`src/rtl/output_layer_mac_pkg.sv`:
```
// Shared sizing constants and FSM state encodings for the output-layer MAC engine.
package output_layer_mac_pkg;

  localparam int unsigned N_IN_DEF  = 20;
  localparam int unsigned N_OUT     = 10;
  localparam int unsigned ACT_W_DEF = 8;
  localparam int unsigned WEIGHT_W  = 8;
  localparam int unsigned MAG_W     = WEIGHT_W - 1;
  localparam int unsigned ACC_W_DEF = 24;
  localparam int unsigned CLASS_W   = 4;

  localparam logic [1:0] ST_IDLE   = 2'd0;
  localparam logic [1:0] ST_MAC    = 2'd1;
  localparam logic [1:0] ST_ARGMAX = 2'd2;
  localparam logic [1:0] ST_DONE   = 2'd3;

  // Signed product width: magnitude bits + activation bits + sign.
  function automatic int unsigned prod_width(input int unsigned act_w);
    return MAG_W + act_w + 1;
  endfunction

endpackage

```
`src/rtl/output_layer_mac_sm_mult.sv`:
```
// Sign-magnitude weight times unsigned activation, producing a two's-complement product.
module sm_mult
  import output_layer_mac_pkg::*;
#(
  parameter  int unsigned ACT_W  = ACT_W_DEF,
  localparam int unsigned PROD_W = prod_width(ACT_W)
) (
  input  logic [WEIGHT_W-1:0]     weight,
  input  logic [ACT_W-1:0]        act,
  output logic signed [PROD_W-1:0] prod_c
);

  logic [PROD_W-1:0] mag_prod;

  // 0x80 has zero magnitude, so negative zero naturally yields 0.
  always_comb begin
    mag_prod = PROD_W'(weight[MAG_W-1:0]) * PROD_W'(act);
    prod_c   = weight[WEIGHT_W-1] ? -$signed(mag_prod) : $signed(mag_prod);
  end

endmodule

```
`src/rtl/output_layer_mac.sv`:
```
// Output-layer neuron engine: 10 parallel MACs over the hidden layer, then a sequential argmax.
module output_layer_mac
  import output_layer_mac_pkg::*;
#(
  parameter  int unsigned N_IN   = N_IN_DEF,
  parameter  int unsigned ACT_W  = ACT_W_DEF,
  parameter  int unsigned ACC_W  = ACC_W_DEF,
  localparam int unsigned IDX_W  = $clog2(N_IN),
  localparam int unsigned PROD_W = prod_width(ACT_W)
) (
  input  logic                   clk,
  input  logic                   rst,
  input  logic                   start,
  output logic [31:0]            weight_sel,
  input  logic [WEIGHT_W-1:0]    w0,
  input  logic [WEIGHT_W-1:0]    w1,
  input  logic [WEIGHT_W-1:0]    w2,
  input  logic [WEIGHT_W-1:0]    w3,
  input  logic [WEIGHT_W-1:0]    w4,
  input  logic [WEIGHT_W-1:0]    w5,
  input  logic [WEIGHT_W-1:0]    w6,
  input  logic [WEIGHT_W-1:0]    w7,
  input  logic [WEIGHT_W-1:0]    w8,
  input  logic [WEIGHT_W-1:0]    w9,
  output logic [IDX_W-1:0]       hidden_sel,
  input  logic [ACT_W-1:0]       hidden_act,
  output logic                   busy,
  output logic                   done,
  output logic [N_OUT*ACC_W-1:0] acc_flat,
  output logic [CLASS_W-1:0]     class_idx,
  output logic [ACC_W-1:0]       class_val
);

  logic [1:0]               state;
  logic [1:0]               state_next;
  logic [IDX_W-1:0]         idx;
  logic [CLASS_W-1:0]       j;
  logic [WEIGHT_W-1:0]      w [N_OUT];
  logic signed [PROD_W-1:0] prod [N_OUT];
  logic signed [ACC_W-1:0]  acc [N_OUT];
  logic signed [ACC_W-1:0]  best_val;
  logic [CLASS_W-1:0]       best_idx;
  logic                     idx_last;
  logic                     j_last;

  always_comb begin
    w[0] = w0; w[1] = w1; w[2] = w2; w[3] = w3; w[4] = w4;
    w[5] = w5; w[6] = w6; w[7] = w7; w[8] = w8; w[9] = w9;
  end

  for (genvar k = 0; k < N_OUT; k++) begin : g_mult
    sm_mult #(.ACT_W(ACT_W)) u_mult (
      .weight (w[k]),
      .act    (hidden_act),
      .prod_c (prod[k])
    );
  end

  assign idx_last = (idx == IDX_W'(N_IN - 1));
  assign j_last   = (j == CLASS_W'(N_OUT - 1));

  // Memories are asynchronous-read, so the select must be valid in the same cycle as idx.
  assign hidden_sel = (state == ST_MAC) ? idx : '0;
  assign weight_sel = (state == ST_MAC) ? 32'(idx) : 32'd0;

  always_comb begin
    for (int k = 0; k < N_OUT; k++) acc_flat[k*ACC_W +: ACC_W] = acc[k];
  end

  always_ff @(posedge clk) begin
    if (rst) state <= ST_IDLE;
    else     state <= state_next;
  end

  always_comb begin
    state_next = state;
    case (state)
      ST_IDLE:   if (start)    state_next = ST_MAC;
      ST_MAC:    if (idx_last) state_next = ST_ARGMAX;
      ST_ARGMAX: if (j_last)   state_next = ST_DONE;
      ST_DONE:                 state_next = ST_IDLE;
      default:                 state_next = ST_IDLE;
    endcase
  end

  always_ff @(posedge clk) begin
    if (rst) begin
      idx       <= '0;
      j         <= '0;
      best_val  <= '0;
      best_idx  <= '0;
      class_idx <= '0;
      class_val <= '0;
      busy      <= 1'b0;
      done      <= 1'b0;
      for (int k = 0; k < N_OUT; k++) acc[k] <= '0;
    end else begin
      busy <= (state_next == ST_MAC) || (state_next == ST_ARGMAX);
      done <= (state == ST_DONE);
      case (state)
        ST_IDLE: begin
          if (start) begin
            idx <= '0;
            for (int k = 0; k < N_OUT; k++) acc[k] <= '0;
          end
        end
        ST_MAC: begin
          for (int k = 0; k < N_OUT; k++) acc[k] <= acc[k] + ACC_W'(prod[k]);
          idx <= idx_last ? '0 : idx + IDX_W'(1);
          if (idx_last) j <= '0;
        end
        ST_ARGMAX: begin
          // Strict compare keeps the lowest index on ties.
          if (j == '0) begin
            best_val <= acc[0];
            best_idx <= '0;
          end else if (acc[j] > best_val) begin
            best_val <= acc[j];
            best_idx <= j;
          end
          j <= j_last ? '0 : j + CLASS_W'(1);
        end
        ST_DONE: begin
          class_idx <= best_idx;
          class_val <= best_val;
        end
        default: ;
      endcase
    end
  end

endmodule

```
`config.mk`:
```
export PLATFORM = sky130hd
export DESIGN_NAME = output_layer_mac
export DESIGN_NICKNAME = d
export VERILOG_FILES = /design/src/rtl/output_layer_mac_pkg.sv /design/src/rtl/output_layer_mac_sm_mult.sv /design/src/rtl/output_layer_mac.sv
export SDC_FILE = /design/constraint.sdc
export NUM_CORES = 2
export LEC_CHECK = 0
export CORE_MARGIN = 2
export CORE_UTILIZATION = 30
export DETAILED_ROUTE_END_ITERATION = 8
export PLACE_DENSITY_LB_ADDON = 0.3
export SLEW_MARGIN = 20
export SYNTH_ARGS = -nofsm -noshare
export SYNTH_HDL_FRONTEND = slang
export SYNTH_SLANG_ARGS = --single-unit
```
`constraint.sdc`:
```
create_clock -name clk -period 7.5 [get_ports clk]
set_clock_uncertainty 0.05 [all_clocks]
set_input_delay 0.75 -clock clk [delete_from_list [all_inputs] [get_ports clk]]
set_output_delay 0.75 -clock clk [all_outputs]
set_load 0.005 [all_outputs]
```
==> results.sh <==
export IMPL_finalCriticalPeriod_ns=7.28
export IMPL_pwr_share_comb=0.777
export IMPL_grt_pass1_vias=42060
export IMPL_synth_seq_cells=313
export IMPL_gp_congestion=0.951
export IMPL_seqPwrFrac=0.129
export IMPL_synth_top_cell_area_share=0.168
export IMPL_place_hpwl_um=134000
export IMPL_yosysSeqAreaShare=0.189
export IMPL_num_vias=41921
export IMPL_ctsHtreeMaxLevel=2
export IMPL_cp_slowest_cell="fa_1"
export IMPL_holdPathStages=2
export IMPL_start_kind="input pin"
export IMPL_post_drt_wl_per_cell_um=19.3
export IMPL_std_cell_rows=143
export IMPL_core_sq_um=152000
export IMPL_drive_gt1_frac=0.170
export IMPL_drv_slew=0
export IMPL_portBuffers=370
export IMPL_power_leakage_nw=27.2
export IMPL_setup_viol=0
export IMPL_status="finished, final reports clean"
export IMPL_rr_worst_depth=15
export IMPL_clock_fmax_mhz=137
export IMPL_clock_latency_ns=0.63
export IMPL_grt_first_pass_wirelength_um=244000
export IMPL_syn_cell_area_sq_um=46000
export IMPL_synth_avg_cell_area_sq_um=8.86
export IMPL_post_place_cells=8250
export IMPL_min_delay_start="best_idx[1]"
export IMPL_synth_top_area_cell="ha_1"
export IMPL_area_growth_pct=29.7
export IMPL_grt_max_degree=158
export IMPL_synth_flop_cell="edfxtp_1"
export IMPL_max_cap_violations=0
export IMPL_synth_enable_flop_cells=240
export IMPL_rsz0062_at_grt="yes"
export IMPL_grt_overflow_total=0
export IMPL_ctsHoldBuffers=0
export IMPL_p_int_w=0.0120
export IMPL_yosys_top_cells_area="ha_1 17%, edfxtp_1 16%, fa_1 13%, and2_1 6.5%, xnor2_1 5.4%"
export IMPL_first_pass_iters=6
export IMPL_peakVddDrop_mv=0.229
export IMPL_cp_end_kind="register"
export IMPL_required_ns=7.76
export IMPL_power_density_nw_per_um2=365
export IMPL_cts_root_buf="clkbuf_16"
export IMPL_clk_pin_slew_ns=0.06
export IMPL_period_share=0.971
export IMPL_final_nets=7275
export IMPL_globalRouteTotalUtil=0.200
export IMPL_drcViolationCount=0
export IMPL_die_w_um=395
export IMPL_fin_area_sq_um=59600
export IMPL_crit_start="w6[1]"
export IMPL_fp_dieH_um=395
export IMPL_crit_fanout=4
export IMPL_max_slew_margin=0.215
export IMPL_initial_utilization=0.302
export IMPL_p_sw_w=0.00975
export IMPL_syn_instance_count=5188
export IMPL_swShare=0.448
export IMPL_fin_cells=8337
export IMPL_crit_arrival_ns=7.54
export IMPL_drt_iter0_drc=2356
export IMPL_finalPower_w=0.0218
export IMPL_cts_sinks=313
export IMPL_postPlaceCellArea_sq_um=57900
export IMPL_ys_warn_count=0
export IMPL_wl_um=161000
export IMPL_worst_hold_slack_ns=0.405
export IMPL_vias_per_cell=5.03
export IMPL_cts_buffers=42
export IMPL_max_slew_worst_pin_slew_ns=1.18
export IMPL_die_area_sq_um=156000
export IMPL_io_pins=398
export IMPL_cts_tree="done"
export IMPL_cts_max_path_buffers=3
export IMPL_slowest_delay_ns=0.59
export IMPL_ys_types=86
export IMPL_critPathKind="input pin to register"
export IMPL_share_clk_of_total_power=0.095
export IMPL_antenna_found_initial=27
export IMPL_async_reset_ff_frac=0
export IMPL_hold_viol=0
export IMPL_hold_class="register to register"
export IMPL_ant_nets=0
[power by group through the flow]
stage               clock network (W)  logic (W)  registers (W)
floorplan                           0    0.00956        0.00252
global placement                    0     0.0165        0.00283
detailed placement                  0     0.0167        0.00282
CTS                           0.00211     0.0168        0.00280
global route                  0.00217     0.0187        0.00283
finish                        0.00206     0.0169        0.00280
[kinds of logic after synthesis]
logic type,synth area share
AO/OA/AOI/OAI,0.146
XOR/XNOR,0.0781
buffers and inverters,0.0501
other,0.0000816
multiplexers,0.0364
adder cells (fa/ha/maj),0.299
flip-flops,0.189
AND/OR/NAND/NOR,0.201
[flip-flops by register name, summed over array words and instances, names as in the netlist, named ones only]
register   cells
class_idx      4
state          2
done           1
acc          240
class_val     24
busy           1
best_val      24
idx            5
j              4
best_idx       4
[synthesized netlist by cell type (59+ instances only)]
library cell / instances
ha_1: 618
a21oi_1: 303
nand3_1: 82
fa_1: 300
clkbuf_1: 148
nor2b_1: 61
edfxtp_1: 240
nand2b_1: 59
xor2_1: 126
a21o_1: 90
nand2_1: 401
a211oi_1: 97
inv_1: 382
dfxtp_1: 73
o21ai_0: 204
xnor2_1: 281
and2_1: 475
nor3_1: 98
nor2_1: 398
[per-stage QoR]
step / utilization / worst slack, ns / setup TNS (ns)
after detailed placement: 0.381 / -0.506 / -15.63
final: 0.392 / 0.220 / 0
after floorplan: - / -0.0277 / -0.0277
after global routing: 0.392 / -0.0809 / -0.103
after CTS: 0.390 / 0.123 / 0
after global placement: 0.381 / -0.434 / -12.68
[placed cells by master (no fill, tap or decap), types with 94 or more instances in the layout]
master           Yosys  layout
clkdlybuf4s50_1      0     354
xnor2_1            281     276
buf_4               32     824
fa_1               300     299
edfxtp_1           240     240
o21ai_0            204     194
a211oi_1            97      94
inv_1              382     381
nor3_1              98      95
xor2_1             126     126
a21oi_1            303     297
nor2_1             398     395
and2_1             475     472
ha_1               618     612
nand2_1            401     401
[worst max-delay path: cells and delay by family]
family                     cells  cell delay, ns
xor gates and xnor gates       1            0.16
adders and majority gates      6            2.77
and+or+nand+nor                4            0.84
buffers and inverters          6            0.80
AOI/OAI and AO/OA             12            2.21
[cell type report]
| class | instances | area [sq um] |
|---|---|---|
| antenna | 7 | 17.5 |
| tap | 2030 | 2540 |
| timing repair buffer | 1208 | 10100 |
| sequential | 313 | 8680 |
| fill | 15367 | 92500 |
| clock inverter | 17 | 181 |
| inverter | 382 | 1440 |
| multi-input combinational | 4319 | 35500 |
| clock buffer | 61 | 1180 |
[layer usage]
layer / wire, um / track usage
met1: 69500 / 0.256
met2: 77800 / 0.350
met3: 7950 / 0.0253
met4: 5500 / 0.0587
met5: 82 / 0
[timing repair]
| action | 4_1_cts | 5_1_grt |
|---|---|---|
| setup buffers | 0 | 2 |
| gates resized for setup | 0 | 69 |
| setup endpoints to repair | 0 | 30 |
[final timing paths]
path,to,slack (ns)
min reg2reg,class_idx[1],0.40
max,acc[6][22],0.22
min,class_idx[1],0.40
max reg2reg,best_val[14],2.06
(Power assumes the default switching activity.)
